`config.mk`:
```
export PLATFORM = sky130hd
export DESIGN_NAME = exibe_sequencia_flat
export DESIGN_NICKNAME = d
export VERILOG_FILES = /design/src/rtl/exibe_sequencia_pkg.sv /design/src/rtl/exibe_sequencia_if.sv /design/src/rtl/exibe_sequencia_temporizador_carga.sv /design/src/rtl/exibe_sequencia.sv /design/src/flat_wrapper.sv
export SDC_FILE = /design/constraint.sdc
export NUM_CORES = 1
export LEC_CHECK = 0
export CORE_MARGIN = 4
export CORE_UTILIZATION = 46
export DETAILED_ROUTE_END_ITERATION = 12
export GPL_TIMING_DRIVEN = 1
export PLACE_DENSITY = 0.81
export SLEW_MARGIN = 20
export SYNTH_ARGS = -nofsm -noshare
export SYNTH_HDL_FRONTEND = slang
export SYNTH_HIERARCHICAL = 1
export SYNTH_SLANG_ARGS = --single-unit
```
`constraint.sdc`:
```
create_clock -name clock -period 8.1 [get_ports clock]
set_input_delay 1.215 -clock clock [delete_from_list [all_inputs] [get_ports clock]]
set_output_delay 1.215 -clock clock [all_outputs]
set_load 0.02 [all_outputs]
```
`src/rtl/exibe_sequencia_pkg.sv`:
```
// Shared definitions for the LED sequence playback block.
package exibe_sequencia_pkg;

    localparam int ADDR_W = 4;
    localparam int DADO_W = 4;

    // Playback states; the encoding is exported on db_estado for debug.
    typedef enum logic [3:0] {
        OCIOSO  = 4'd0,
        BUSCA   = 4'd1,
        CARREGA = 4'd2,
        ACENDE  = 4'd3,
        APAGA   = 4'd4,
        FIM     = 4'd5
    } estado_t;

endpackage

```
`src/rtl/exibe_sequencia_if.sv`:
```
// Control, ROM and LED signals of the sequence playback block.
interface exibe_sequencia_if;
    import exibe_sequencia_pkg::*;

    logic              iniciar;
    logic [ADDR_W-1:0] limite;
    logic [ADDR_W-1:0] rom_endereco;
    logic [DADO_W-1:0] rom_dado;
    logic [DADO_W-1:0] leds;
    logic              ocupado;
    logic              pronto;
    logic [3:0]        db_estado;

    // Control unit / ROM side.
    modport master (
        output iniciar, limite, rom_dado,
        input  rom_endereco, leds, ocupado, pronto, db_estado
    );

    // Playback block side.
    modport slave (
        input  iniciar, limite, rom_dado,
        output rom_endereco, leds, ocupado, pronto, db_estado
    );

endinterface

```
`src/rtl/exibe_sequencia_temporizador_carga.sv`:
```
// Loadable down-counter; fim flags a count of zero.
module temporizador_carga #(
    parameter int W = 9
) (
    input  logic         clock,
    input  logic         reset,
    input  logic         carrega,
    input  logic [W-1:0] valor,
    output logic         fim
);

    logic [W-1:0] r_conta;

    // Load takes priority; otherwise count down and rest at zero.
    always_ff @(posedge clock) begin
        if (reset) begin
            r_conta <= '0;
        end else if (carrega) begin
            r_conta <= valor;
        end else if (r_conta != '0) begin
            r_conta <= r_conta - W'(1);
        end
    end

    assign fim = (r_conta == '0);

endmodule

```
`src/rtl/exibe_sequencia.sv`:
```
// Plays ROM entries 0..limite on the LEDs: each entry lit for ON_CYCLES,
// then dark for OFF_CYCLES, with a one-cycle pronto pulse at the end.
module exibe_sequencia
    import exibe_sequencia_pkg::*;
#(
    parameter int ON_CYCLES  = 500,
    parameter int OFF_CYCLES = 250
) (
    input  logic             clock,
    input  logic             reset,
    exibe_sequencia_if.slave bus
);

    localparam int MAX_CICLOS = (ON_CYCLES > OFF_CYCLES) ? ON_CYCLES : OFF_CYCLES;
    localparam int TW         = (MAX_CICLOS <= 1) ? 1 : $clog2(MAX_CICLOS);
    localparam logic [TW-1:0] CARGA_ON  = TW'(ON_CYCLES - 1);
    localparam logic [TW-1:0] CARGA_OFF = TW'(OFF_CYCLES - 1);

    estado_t           r_estado;
    logic [ADDR_W-1:0] r_endereco;
    logic [ADDR_W-1:0] r_limite;
    logic [DADO_W-1:0] r_leds;
    logic              r_ocupado;
    logic              r_pronto;

    logic              w_fim;
    logic              w_carrega;
    logic [TW-1:0]     w_valor;

    // One timer serves both the lit and the dark phase: it is loaded with the
    // ON time when leaving CARREGA and with the OFF time when ACENDE expires.
    assign w_carrega = (r_estado == CARREGA) || ((r_estado == ACENDE) && w_fim);
    assign w_valor   = (r_estado == CARREGA) ? CARGA_ON : CARGA_OFF;

    temporizador_carga #(
        .W(TW)
    ) u_temporizador (
        .clock   (clock),
        .reset   (reset),
        .carrega (w_carrega),
        .valor   (w_valor),
        .fim     (w_fim)
    );

    // Playback FSM with registered address, LEDs and status flags.
    always_ff @(posedge clock) begin
        if (reset) begin
            r_estado   <= OCIOSO;
            r_endereco <= '0;
            r_limite   <= '0;
            r_leds     <= '0;
            r_ocupado  <= 1'b0;
            r_pronto   <= 1'b0;
        end else begin
            r_pronto <= 1'b0;
            case (r_estado)
                OCIOSO: begin
                    r_leds <= '0;
                    if (bus.iniciar) begin
                        r_limite   <= bus.limite;
                        r_endereco <= '0;
                        r_ocupado  <= 1'b1;
                        r_estado   <= BUSCA;
                    end else begin
                        r_ocupado <= 1'b0;
                    end
                end
                // Address is stable this cycle; the ROM samples it at the edge.
                BUSCA: begin
                    r_estado <= CARREGA;
                end
                CARREGA: begin
                    r_leds   <= bus.rom_dado;
                    r_estado <= ACENDE;
                end
                ACENDE: begin
                    if (w_fim) begin
                        r_leds   <= '0;
                        r_estado <= APAGA;
                    end
                end
                // Compare before incrementing so the address never wraps past 15.
                APAGA: begin
                    if (w_fim) begin
                        if (r_endereco == r_limite) begin
                            r_pronto <= 1'b1;
                            r_estado <= FIM;
                        end else begin
                            r_endereco <= r_endereco + ADDR_W'(1);
                            r_estado   <= BUSCA;
                        end
                    end
                end
                FIM: begin
                    r_ocupado <= 1'b0;
                    r_estado  <= OCIOSO;
                end
                default: begin
                    r_leds    <= '0;
                    r_ocupado <= 1'b0;
                    r_estado  <= OCIOSO;
                end
            endcase
        end
    end

    assign bus.rom_endereco = r_endereco;
    assign bus.leds         = r_leds;
    assign bus.ocupado      = r_ocupado;
    assign bus.pronto       = r_pronto;
    assign bus.db_estado    = r_estado;

endmodule

```
`src/flat_wrapper.sv`:
```
// flat-port wrapper written by rule: the top's interface ports become plain ports
module exibe_sequencia_flat import exibe_sequencia_pkg::*;
#(
    parameter int ON_CYCLES  = 500,
    parameter int OFF_CYCLES = 250
)
  (clock, reset, bus_iniciar, bus_limite, bus_rom_dado, bus_rom_endereco, bus_leds, bus_ocupado, bus_pronto, bus_db_estado);
  exibe_sequencia_if bus_i ();
  input  logic clock;
  input  logic reset;
  input wire logic [$bits(bus_i.iniciar)-1:0] bus_iniciar;
  input wire logic [$bits(bus_i.limite)-1:0] bus_limite;
  input wire logic [$bits(bus_i.rom_dado)-1:0] bus_rom_dado;
  output wire logic [$bits(bus_i.rom_endereco)-1:0] bus_rom_endereco;
  output wire logic [$bits(bus_i.leds)-1:0] bus_leds;
  output wire logic [$bits(bus_i.ocupado)-1:0] bus_ocupado;
  output wire logic [$bits(bus_i.pronto)-1:0] bus_pronto;
  output wire logic [$bits(bus_i.db_estado)-1:0] bus_db_estado;
  assign bus_i.iniciar = bus_iniciar;
  assign bus_i.limite = bus_limite;
  assign bus_i.rom_dado = bus_rom_dado;
  assign bus_rom_endereco = bus_i.rom_endereco;
  assign bus_leds = bus_i.leds;
  assign bus_ocupado = bus_i.ocupado;
  assign bus_pronto = bus_i.pronto;
  assign bus_db_estado = bus_i.db_estado;
  exibe_sequencia #(.ON_CYCLES(ON_CYCLES), .OFF_CYCLES(OFF_CYCLES)) u_core (.clock(clock), .reset(reset), .bus(bus_i));
endmodule
```
---- Word level (Yosys, flattened, before mapping) ----
Index checks and enable logic that the tools add are counted.
operators by class
  reduce and logical (&&, ||, !) cells .... 14
  shift-type cells ........................ 0
  bitwise gates (word level) .............. 3
  add/sub/neg operators ................... 2
  equality and inequality tests ........... 10
  $lt $le $gt $ge ......................... 0
  div/mod/pow operators ................... 0
  muxes and demuxes ....................... 17
  multipliers ............................. 0
operator list
  cell                                                   number
  two-way mux 4 bit                                      7
  two-way mux 9 bit                                      3
  case mux 4 bit (5 select lines)                        1
  case mux 4 bit (3 select lines)                        1
  zero test 9 bit                                        1
  nonzero test 9 bit                                     1
  subtractor 9 x 1 -> 9 bit, second input constant       1
  equality test 4 x 2 -> 1 bit, second input constant    2
  equality test 4 x 3 -> 1 bit, second input constant    2
  case mux 4 bit (2 select lines)                        1
  OR reduction 3 bit                                     2
  adder 4 x 1 -> 4 bit, second input constant            1
  equality test 4 x 1 -> 1 bit, second input constant    1
  equality test 4 bit                                    1
  zero test 4 bit                                        1
  inequality test 2 x 1 -> 1 bit, second input constant  2
  inequality test 2 bit, second input constant           2
  AND reduction 2 bit                                    2
  AND reduction 4 bit                                    1
  nonzero test 2 bit                                     2
  OR reduction 4 bit                                     1
  two-way mux 3 bit                                      1
  inverter 1 bit                                         3
  AND reduction 3 bit                                    1
  other kinds (4)                                        5
storage, ports and cells
  bits in latches ......................... 0
  ROM bits ................................ 0
  RAM bits ................................ 0
  logic and storage cells ................. 53
  memories kept ........................... 0
  output and inout bits ................... 14
  register bits ........................... 27
  input port bits ......................... 11

---- Longest topological paths before layout ----
Gate-level depths: netlist of run 1.
  word-level depth ........................ 4
  depth in mapped cells ................... 12
  mapped depth without buffers ............ 10

---- Hierarchy ----
Netlist of run 1, hierarchy kept.
modules (own cells, without submodules)
  module              area an instance (sq um)  sequential area each (sq um)  instances  cells each
  exibe_sequencia     847.1                     340.3                         1          98
  temporizador_carga  514.2                     180.2                         1          62

---- Least setup slack after synthesis of run 1 ----
Ideal clock, no wire load.
  path kind ............................... reg2reg
  start point ............................. register u_core.u_temporizador.r_conta[0]
  end point ............................... register u_core.u_temporizador.r_conta[0]
  clock period less this slack ............ 2.883 ns
  setup time .............................. 0.128 ns
  stages on the path, launching flop included .. 13
  data required time ...................... 7.972 ns
  data arrival time ....................... 2.755 ns
  slack ................................... 5.217 ns
  path buffers ............................ 2
  path through ............................ dfxtp_1 > inv_1 > ha_1 > or4b_4 > or4b_4 > buf_6 > inv_1 > inv_1 > a211oi_1 > clkbuf_1 > nor3_1 > mux2i_1 > o21ai_1
on the way
  cells in the longest elaborated chain, start to end .. 4
  elaborated cells between the ends (all ways) .. 8
  classes of those cells .................. add/sub: 1; mux: 2; reduce/logical: 5
RTL lines
  element                                                  RTL line                                  text
  start, declared                                          exibe_sequencia_temporizador_carga.sv:12  logic [W-1:0] r_conta;
  start signal, assigned                                   exibe_sequencia_temporizador_carga.sv:19  r_conta <= valor;
  start signal, assigned                                   exibe_sequencia_temporizador_carga.sv:21  r_conta <= r_conta - W'(1);
  zero test 9 bit (*)                                      exibe_sequencia_temporizador_carga.sv:25  assign fim = (r_conta == '0);
  net u_core.w_fim                                         exibe_sequencia.sv:26                     logic w_fim;
  logical AND 1 bit (*)                                    exibe_sequencia.sv:32                     assign w_carrega = (r_estado == CARREGA) || ((r_estado == ACENDE) && w_fim);
  logical OR 1 bit (*)                                     exibe_sequencia.sv:32
  net u_core.w_carrega                                     exibe_sequencia.sv:27                     logic w_carrega;
  two-way mux 9 bit or nonzero test 2 bit (tied branches)  --
The timed path passes the listed nets; every way through them passes the cells marked *. The select of a mux whose other input is x is not followed.
A chain may end at the register's enable or synchronous reset.

---- Worst setup path after layout of run 1 ----
  start point ............................. register u_core.u_temporizador.r_conta[0]
  end point ............................... register u_core.u_temporizador.r_conta[3]
The elaborated chain is that of the path after synthesis.

==> results by group, run 1 <==
Detailed routing
  • Remaining design rule violation count: 0
  • Detailed-route vias per instance: 5.56
  • Post-detailed-route wirelength per cell: 14.0 um
  • Drt pass-1 iters: 4
  • Routed vias: 1195
  • DRT iter0 DRCs: 34
  • Number of nets with antenna violations after routing: 0
  • Routed wire length: 3010 um

Logic synthesis
  • Synth top area share: 0.382
  • Number of flip-flops and latches in the synthesized netlist: 26
  • Biggest area contributors in the synthesized netlist: dfxtp_1 (38%), nor2_1 (5.5%), mux2i_1 (4.4%), nand2_1 (3.9%), xnor2_1 (3.2%)
  • Synth Area in Compound Gates: 0.176
  • Average cell area after synthesis: 8.51 um^2
  • Number of standard cells after synthesis: 160
  • Share of synthesized flip-flops with an asynchronous set or reset: 0
  • Post-synthesis mux area share: 0.0524
  • Unique cell type count in the Yosys netlist: 46
  • Area fraction in and, or, nand and nor cells after synthesis: 0.257
  • Most area-hungry cell type in the Yosys netlist: dfxtp_1
  • Register area share after synthesis: 0.382
  • Adder-cell share of the synthesized area: 0.0184
  • Main flop type after synthesis: dfxtp_1
  • Dominant combinational cell family by area after synthesis: simple AND/OR/NAND/NOR gates
  • Syn Std Cell Area: 1360 um^2
  • Yosys warns: 6
  • Number of enable-type register cells in the synthesized netlist: 0
  • XOR/XNOR Fraction of Synth Area: 0.0515

Power
  • Static leakage: 0.636 nW
  • Cell area power density: 323 nW/um^2
  • Peak supply drop: 0.223 mV
  • Total power: 0.532 mW

Clocking
  • Buffers from clock root to sink, at most: 2
  • CTS buffer count: 3
  • CTS root buf: clkbuf_4
  • H-tree Lvls: 1
  • Clock insertion delay at the later pin of the skew report: 0.32 ns
  • Count of hold-fix buffers inserted at cts: 0
  • CTS clock-pin slew for the worst setup and hold paths: 0.14 ns
  • Post-CTS resize count: 0
  • Post CTS Setup Buffer Count: 0
  • Clock tree from TritonCTS: built
  • Sink Count: 26

Layout
  • Proportion of layout cells with a drive suffix above 1: 0.0870
  • Area growth syn-to-layout: 21.0%
  • N_diodes: 0
  • Layout net count: 198
  • Design area: 1650 um^2
  • Fillcell total: 259

STA
  • Final worst path period need: 3.03 ns
  • Setup Skew: 0.00830 ns
  • Setup TNS Final: 0 ns
  • Achievable clock frequency: 330 MHz
  • Setup repair after global routing missed its margin: no
  • Final-report max-slew violation count: 0
  • Slew at the pin closest to its max-slew limit: 0.951 ns
  • Fraction of the cycle the final worst path needs: 0.374
  • Final number of hold-violating endpoints: 0
  • Final Setup Violations: 0
  • Slew HR: 0.364

GRT
  • GRT busiest layer: met2
  • Global Route met3 Usage: 0.0306
  • Met1 Usage GRT: 0.213
  • Met2 usage: 0.256
  • Total global-route track usage: 0.161
  • Number of antenna violations at the first check in global routing: 0
  • Wire length of the first global-routing pass: 5250 um
  • Pin count of the biggest net entering global routing: 28
  • Via count of the first global-routing pass: 1135
  • Global-route congestion overflow total: 0

Status
  • Run status: completed

Worst setup path
  • Arrival time at the worst endpoint: 3.27 ns
  • Worst setup path category: reg2reg
  • Critical path cell sequence: inv_1 > ha_1 > or4b_4 > or4b_4 > inv_1 > inv_1 > a211oi_1 > buf_4 > nor2_1 > a32o_1
  • Crit path required time: 8.34 ns
  • Critical Path Most Common Cell: inv_1
  • Highest fanout seen on the critical path: 13
  • Cell family with the largest share of critical-path delay: simple AND/OR/NAND/NOR gates
  • Type of destination of the critical path: flop
  • CP startpoint kind: flop
  • Delay contributed by the slowest stage of the critical path: 0.57 ns
  • Critical-path cell with the highest stage delay: or4b_4
  • CP Buf/Inv Count: 4

Floorplanning
  • Area of the placeable core: 2780 um^2
  • Number of placement rows: 19
  • Floorplan die height: 62.4 um
  • Chip width: 62.4 um
  • I/O Pins: 25
  • Die Footprint: 3890 um^2
  • Starting density of the core: 0.489

Place
  • Instance area at placement: 1610 um^2
  • Final GP Congestion: 0.823
  • Port Buf Inserts: 23
  • HPWL reported at the end of detailed placement: 2190 um

Run
  • Number of maximum-capacitance constraint violations: 0

Min path
  • Worst min path class: reg2reg
## registers in the layout, summed over array words and instances, names as in the netlist
register and cells:
u_core/u_temporizador/r_conta 9, u_core/bus.leds 4, u_core/bus.rom_endereco 4, u_core/r_limite 4, u_core/bus.db_estado 3, u_core/bus.ocupado 1
u_core/bus.pronto 1
## metal layers
metal	routed length, um	vias up
met3	181	8
met2	1310	34
met5	0	-
met4	59	0
met1	1460	546
li1	-	607
## worst paths after layout
path / cells past startpoint / to / slack, ns / start
max reg2reg: 10 / u_core/u_temporizador/r_conta[3]$_SDFFE_PP0P_ / 5.07 / u_core/u_temporizador/r_conta[0]$_SDFFE_PP0P_
min reg2reg: 2 / u_core/bus.leds[1]$_SDFFE_PP0P_ / 0.53 / u_core/bus.leds[1]$_SDFFE_PP0P_
max: 10 / u_core/u_temporizador/r_conta[3]$_SDFFE_PP0P_ / 5.07 / u_core/u_temporizador/r_conta[0]$_SDFFE_PP0P_
min: 2 / u_core/bus.leds[1]$_SDFFE_PP0P_ / 0.53 / u_core/bus.leds[1]$_SDFFE_PP0P_
## through the flow
step           instances  hold slack [ns]   util  worst slack (ns)
2_1_floorplan        165            0.482      -              5.22
3_3_place_gp         211            0.482  0.579              5.17
3_5_place_dp         211            0.493  0.579              5.12
4_1_cts              215            0.537  0.592              5.11
5_1_grt              215            0.563  0.592              4.89
6_report             215            0.531  0.592              5.07
## worst min-delay path, cell delays in order, from the launching register on
cell and delay (ns):
dfxtp_1 0.36, a22oi_1 0.07, nor2_1 0.08
## cells in the final DEF (no fill, tap or decap), types with 3 or more instances in the layout
| cell type | netlist | routed |
|---|---|---|
| xor2_1 | 3 | 3 |
| a21oi_1 | 7 | 7 |
| nor4_1 | 3 | 3 |
| inv_1 | 7 | 7 |
| clkdlybuf4s50_1 | 0 | 23 |
| mux2i_1 | 6 | 6 |
| o21a_1 | 3 | 3 |
| a22oi_1 | 4 | 4 |
| a31oi_1 | 3 | 3 |
| nor2_1 | 20 | 20 |
| nor2b_1 | 3 | 3 |
| conb_1 | 2 | 7 |
| xnor2_1 | 5 | 5 |
| clkbuf_4 | 0 | 3 |
| nand2_1 | 14 | 14 |
| dfxtp_1 | 26 | 26 |
| nor3_1 | 8 | 8 |
## kinds of logic (layout without fill, tap and decap cells)
group	Yosys count	after routing
buffers and inverters	17	36
DFF	26	26
xor gates and xnor gates	8	8
AOI/OAI and AO/OA	34	34
and+or+nand+nor	64	64
adders and majority gates	2	2
muxes	7	7
other	2	7
## final cells by class
| type | count | area (um^2) | area share |
|---|---|---|---|
| multi-input combinational | 122 | 783 | 0.476 |
| tap | 31 | 38.8 | 0.0236 |
| clock buffer | 4 | 36.3 | 0.0220 |
| timing repair buffer | 24 | 238 | 0.144 |
| sequential | 26 | 520 | 0.316 |
| inverter | 8 | 30.0 | 0.0182 |
## cells in the mapped netlist, types with 3 or more instances
cell type / number
a31oi_1: 3
dfxtp_1: 26
nor4_1: 3
xor2_1: 3
a22oi_1: 4
xnor2_1: 5
inv_1: 7
nor2b_1: 3
o21a_1: 3
nor3_1: 8
a21oi_1: 7
clkbuf_1: 5
mux2i_1: 6
nor2_1: 20
nand2_1: 14
## where the power goes
group          switching, mW  internal [mW]  total, mW
registers             0.0450          0.158      0.203
clock network         0.0388         0.0275     0.0663
logic                  0.139          0.124      0.262
No activity file was read; power rests on OpenSTA's default activity.
==> run 2, diff against run 1 <==
==> constraint.sdc (replaced) <==
create_clock -name clock -period 2.9 [get_ports clock]
set_input_delay 0.435 -clock clock [delete_from_list [all_inputs] [get_ports clock]]
set_output_delay 0.435 -clock clock [all_outputs]
set_load 0.02 [all_outputs]
==> run 2 against run 1 <==
Effect of this change: clock skew is 0.0012 ns lower; setup slack worse by 5.0 ns; first-iteration DRC count is 15% higher; via count is 6.0% higher; die area stayed put; register-to-register slack worse by 5.0 ns; critical endpoint is now u_core/u_temporizador/r_conta[1]$_SDFFE_PP0P_; largest cell class unchanged; highest routed layer unchanged.
==> results by group, run 2 (synthesis gave the netlist of run 1 again) <==
STA
  • Slew at the pin closest to its max-slew limit: 0.522 ns (-0.429 ns)
  • Setup TNS Final: 0 ns (unchanged)
  • Setup Skew: 0.00707 ns (-0.00122 ns)
  • Final worst path period need: 2.81 ns (-0.221 ns)
  • Fraction of the cycle the final worst path needs: 0.968 (+0.594)
  • Achievable clock frequency: 356 MHz (+7.9%)
  • Final number of hold-violating endpoints: 0 (unchanged)
  • Slew HR: 0.652 (+0.288)
  • Final Setup Violations: 0 (unchanged)
  • Final-report max-slew violation count: 0 (unchanged)

GRT
  • Total global-route track usage: 0.152 (-0.00867)
  • Pin count of the biggest net entering global routing: 19 (-32%)
  • Global-route congestion overflow total: 0 (unchanged)
  • Via count of the first global-routing pass: 1204 (+6.1%)
  • Number of antenna violations at the first check in global routing: 0 (unchanged)
  • Wire length of the first global-routing pass: 5040 um (-4.1%)

Worst setup path
  • Highest fanout seen on the critical path: 7 (-6)
  • Type of destination of the critical path: flop
  • Worst setup path category: reg2reg
  • Crit path required time: 3.16 ns (-5.18 ns)
  • CP startpoint kind: flop
  • Arrival time at the worst endpoint: 3.07 ns (-0.20 ns)

Clocking
  • Sink Count: 26 (unchanged)
  • CTS root buf: clkbuf_4
  • H-tree Lvls: 1 (unchanged)
  • CTS clock-pin slew for the worst setup and hold paths: 0.14 ns (about the same)
  • Count of hold-fix buffers inserted at cts: 0 (unchanged)
  • Clock insertion delay at the later pin of the skew report: 0.32 ns (about the same)
  • Clock tree from TritonCTS: built
  • Buffers from clock root to sink, at most: 2 (unchanged)
  • CTS buffer count: 3 (unchanged)

Floorplanning
  • Chip width: 62.4 um (unchanged)
  • Area of the placeable core: 2780 um^2 (unchanged)
  • I/O Pins: 25 (unchanged)
  • Starting density of the core: 0.489 (unchanged)
  • Floorplan die height: 62.4 um (unchanged)
  • Die Footprint: 3890 um^2 (unchanged)
  • Number of placement rows: 19 (unchanged)

Layout
  • Final core area utilization: 0.605 (+0.0135)
  • Leading cell type in the layout, fill and taps excluded: dfxtp_1
  • Largest Register: u_core/u_temporizador/r_conta
  • Most used cells in the layout excluding fill and tap cells: dfxtp_1 (26), clkdlybuf4s50_1 (23), nor2_1 (20), nand2_1 (14), nor3_1 (8)
  • Proportion of layout cells with a drive suffix above 1: 0.117 (+0.0301)
  • Layout net count: 202 (+2.0%)
  • Fillcell total: 241 (-6.9%)
  • Max FFs per register: 9 (unchanged)
  • Area growth syn-to-layout: 23.7%
  • N_diodes: 0 (unchanged)

Power
  • Cell area power density: 904 nW/um^2 (+180%)
  • Peak supply drop: 0.665 mV (+200%)
  • Static leakage: 0.658 nW (+3.5%)

Place
  • HPWL reported at the end of detailed placement: 2280 um (+3.9%)
  • Final GP Congestion: 0.849 (+3.1%)
  • Port Buf Inserts: 23 (unchanged)

Detailed routing
  • Drt pass-1 iters: 4 (unchanged)
  • Routed wire length: 3060 um (+1.7%)
  • DRT iter0 DRCs: 39 (+15%)
  • Remaining design rule violation count: 0 (unchanged)
  • Number of nets with antenna violations after routing: 0 (unchanged)
  • Post-detailed-route wirelength per cell: 14.0 um (-0.16%)
  • Routed vias: 1267 (+6.0%)
  • Detailed-route vias per instance: 5.79 (+4.1%)

Min path
  • Worst min path class: reg2reg

Run
  • Number of maximum-capacitance constraint violations: 0 (unchanged)

Status
  • Run status: completed
## run 2: changes by cell type in the layout (fill, tap and decap cells not counted)
cell,delta
a211oi_2,+1
nor2b_2,+1
nor2b_1,-1
buf_4,+4
a211oi_1,-1
## run 2: stage by stage
step | setup WS, ns | hold WS, ns | instances | power [mW] | instance area, um^2
2_1_floorplan | 0.0173 | 0.482 | 165 | 1.13 | 1380
3_3_place_gp | 0.120 | 0.480 | 214 | 1.29 | 1630
3_5_place_dp | -0.0159 | 0.487 | 214 | 1.32 | 1630
4_1_cts | 0.0567 | 0.524 | 218 | 1.51 | 1670
5_1_grt | -0.00957 | 0.553 | 219 | 1.63 | 1680
6_report | 0.0941 | 0.523 | 219 | 1.52 | 1680
## run 2: where the power goes
group | switching (mW) | internal (mW)
Combinational | 0.401 | 0.372
Sequential | 0.124 | 0.442
Clock | 0.105 | 0.0767
Total | 0.631 | 0.892
## run 2: cell type report
class / count / area (um^2) / area share
well taps: 31 / 38.8 / 0.0230
repair buffers: 28 / 268 / 0.159
flip-flops and latches: 26 / 520 / 0.309
clock buffers: 4 / 36.3 / 0.0215
inverters: 8 / 30.0 / 0.0178
multi-input cells: 122 / 791 / 0.470
## run 2: path summary, 6_finish.rpt
check,endpoint,startpoint,slack (ns),cells past startpoint
worst max-delay path,u_core/u_temporizador/r_conta[1]$_SDFFE_PP0P_,u_core/u_temporizador/r_conta[0]$_SDFFE_PP0P_,0.09,10
worst min-delay path,u_core/bus.ocupado$_SDFFE_PP0N_,u_core/bus.ocupado$_SDFFE_PP0N_,0.52,2
worst max register to register,u_core/u_temporizador/r_conta[1]$_SDFFE_PP0P_,u_core/u_temporizador/r_conta[0]$_SDFFE_PP0P_,0.09,10
worst min register to register,u_core/bus.ocupado$_SDFFE_PP0N_,u_core/bus.ocupado$_SDFFE_PP0N_,0.52,2
## run 2: per-layer routing
layer	GRT usage	vias to the layer above	share of wire
li1	-	612	-
met1	0.185	591	0.41
met2	0.262	58	0.51
met3	0.0306	6	0.070
met4	0.0584	0	0.015
met5	0	-	0
## run 2: worst max-delay path, stage by stage (launching register included)
cell      delay (ns)
dfxtp_1         0.35
inv_1           0.08
ha_1            0.21
or4b_4          0.51
or4b_4          0.56
inv_1           0.11
inv_1           0.10
a211oi_2        0.28
buf_4           0.20
nor2b_2         0.18
a22o_1          0.16
## run 2: repair_timing
item / in CTS / in global routing
endpoints found under the setup margin: 3 / 4
pin swaps: 0 / 1
setup buffers: 0 / 1
resized for setup: 1 / 1
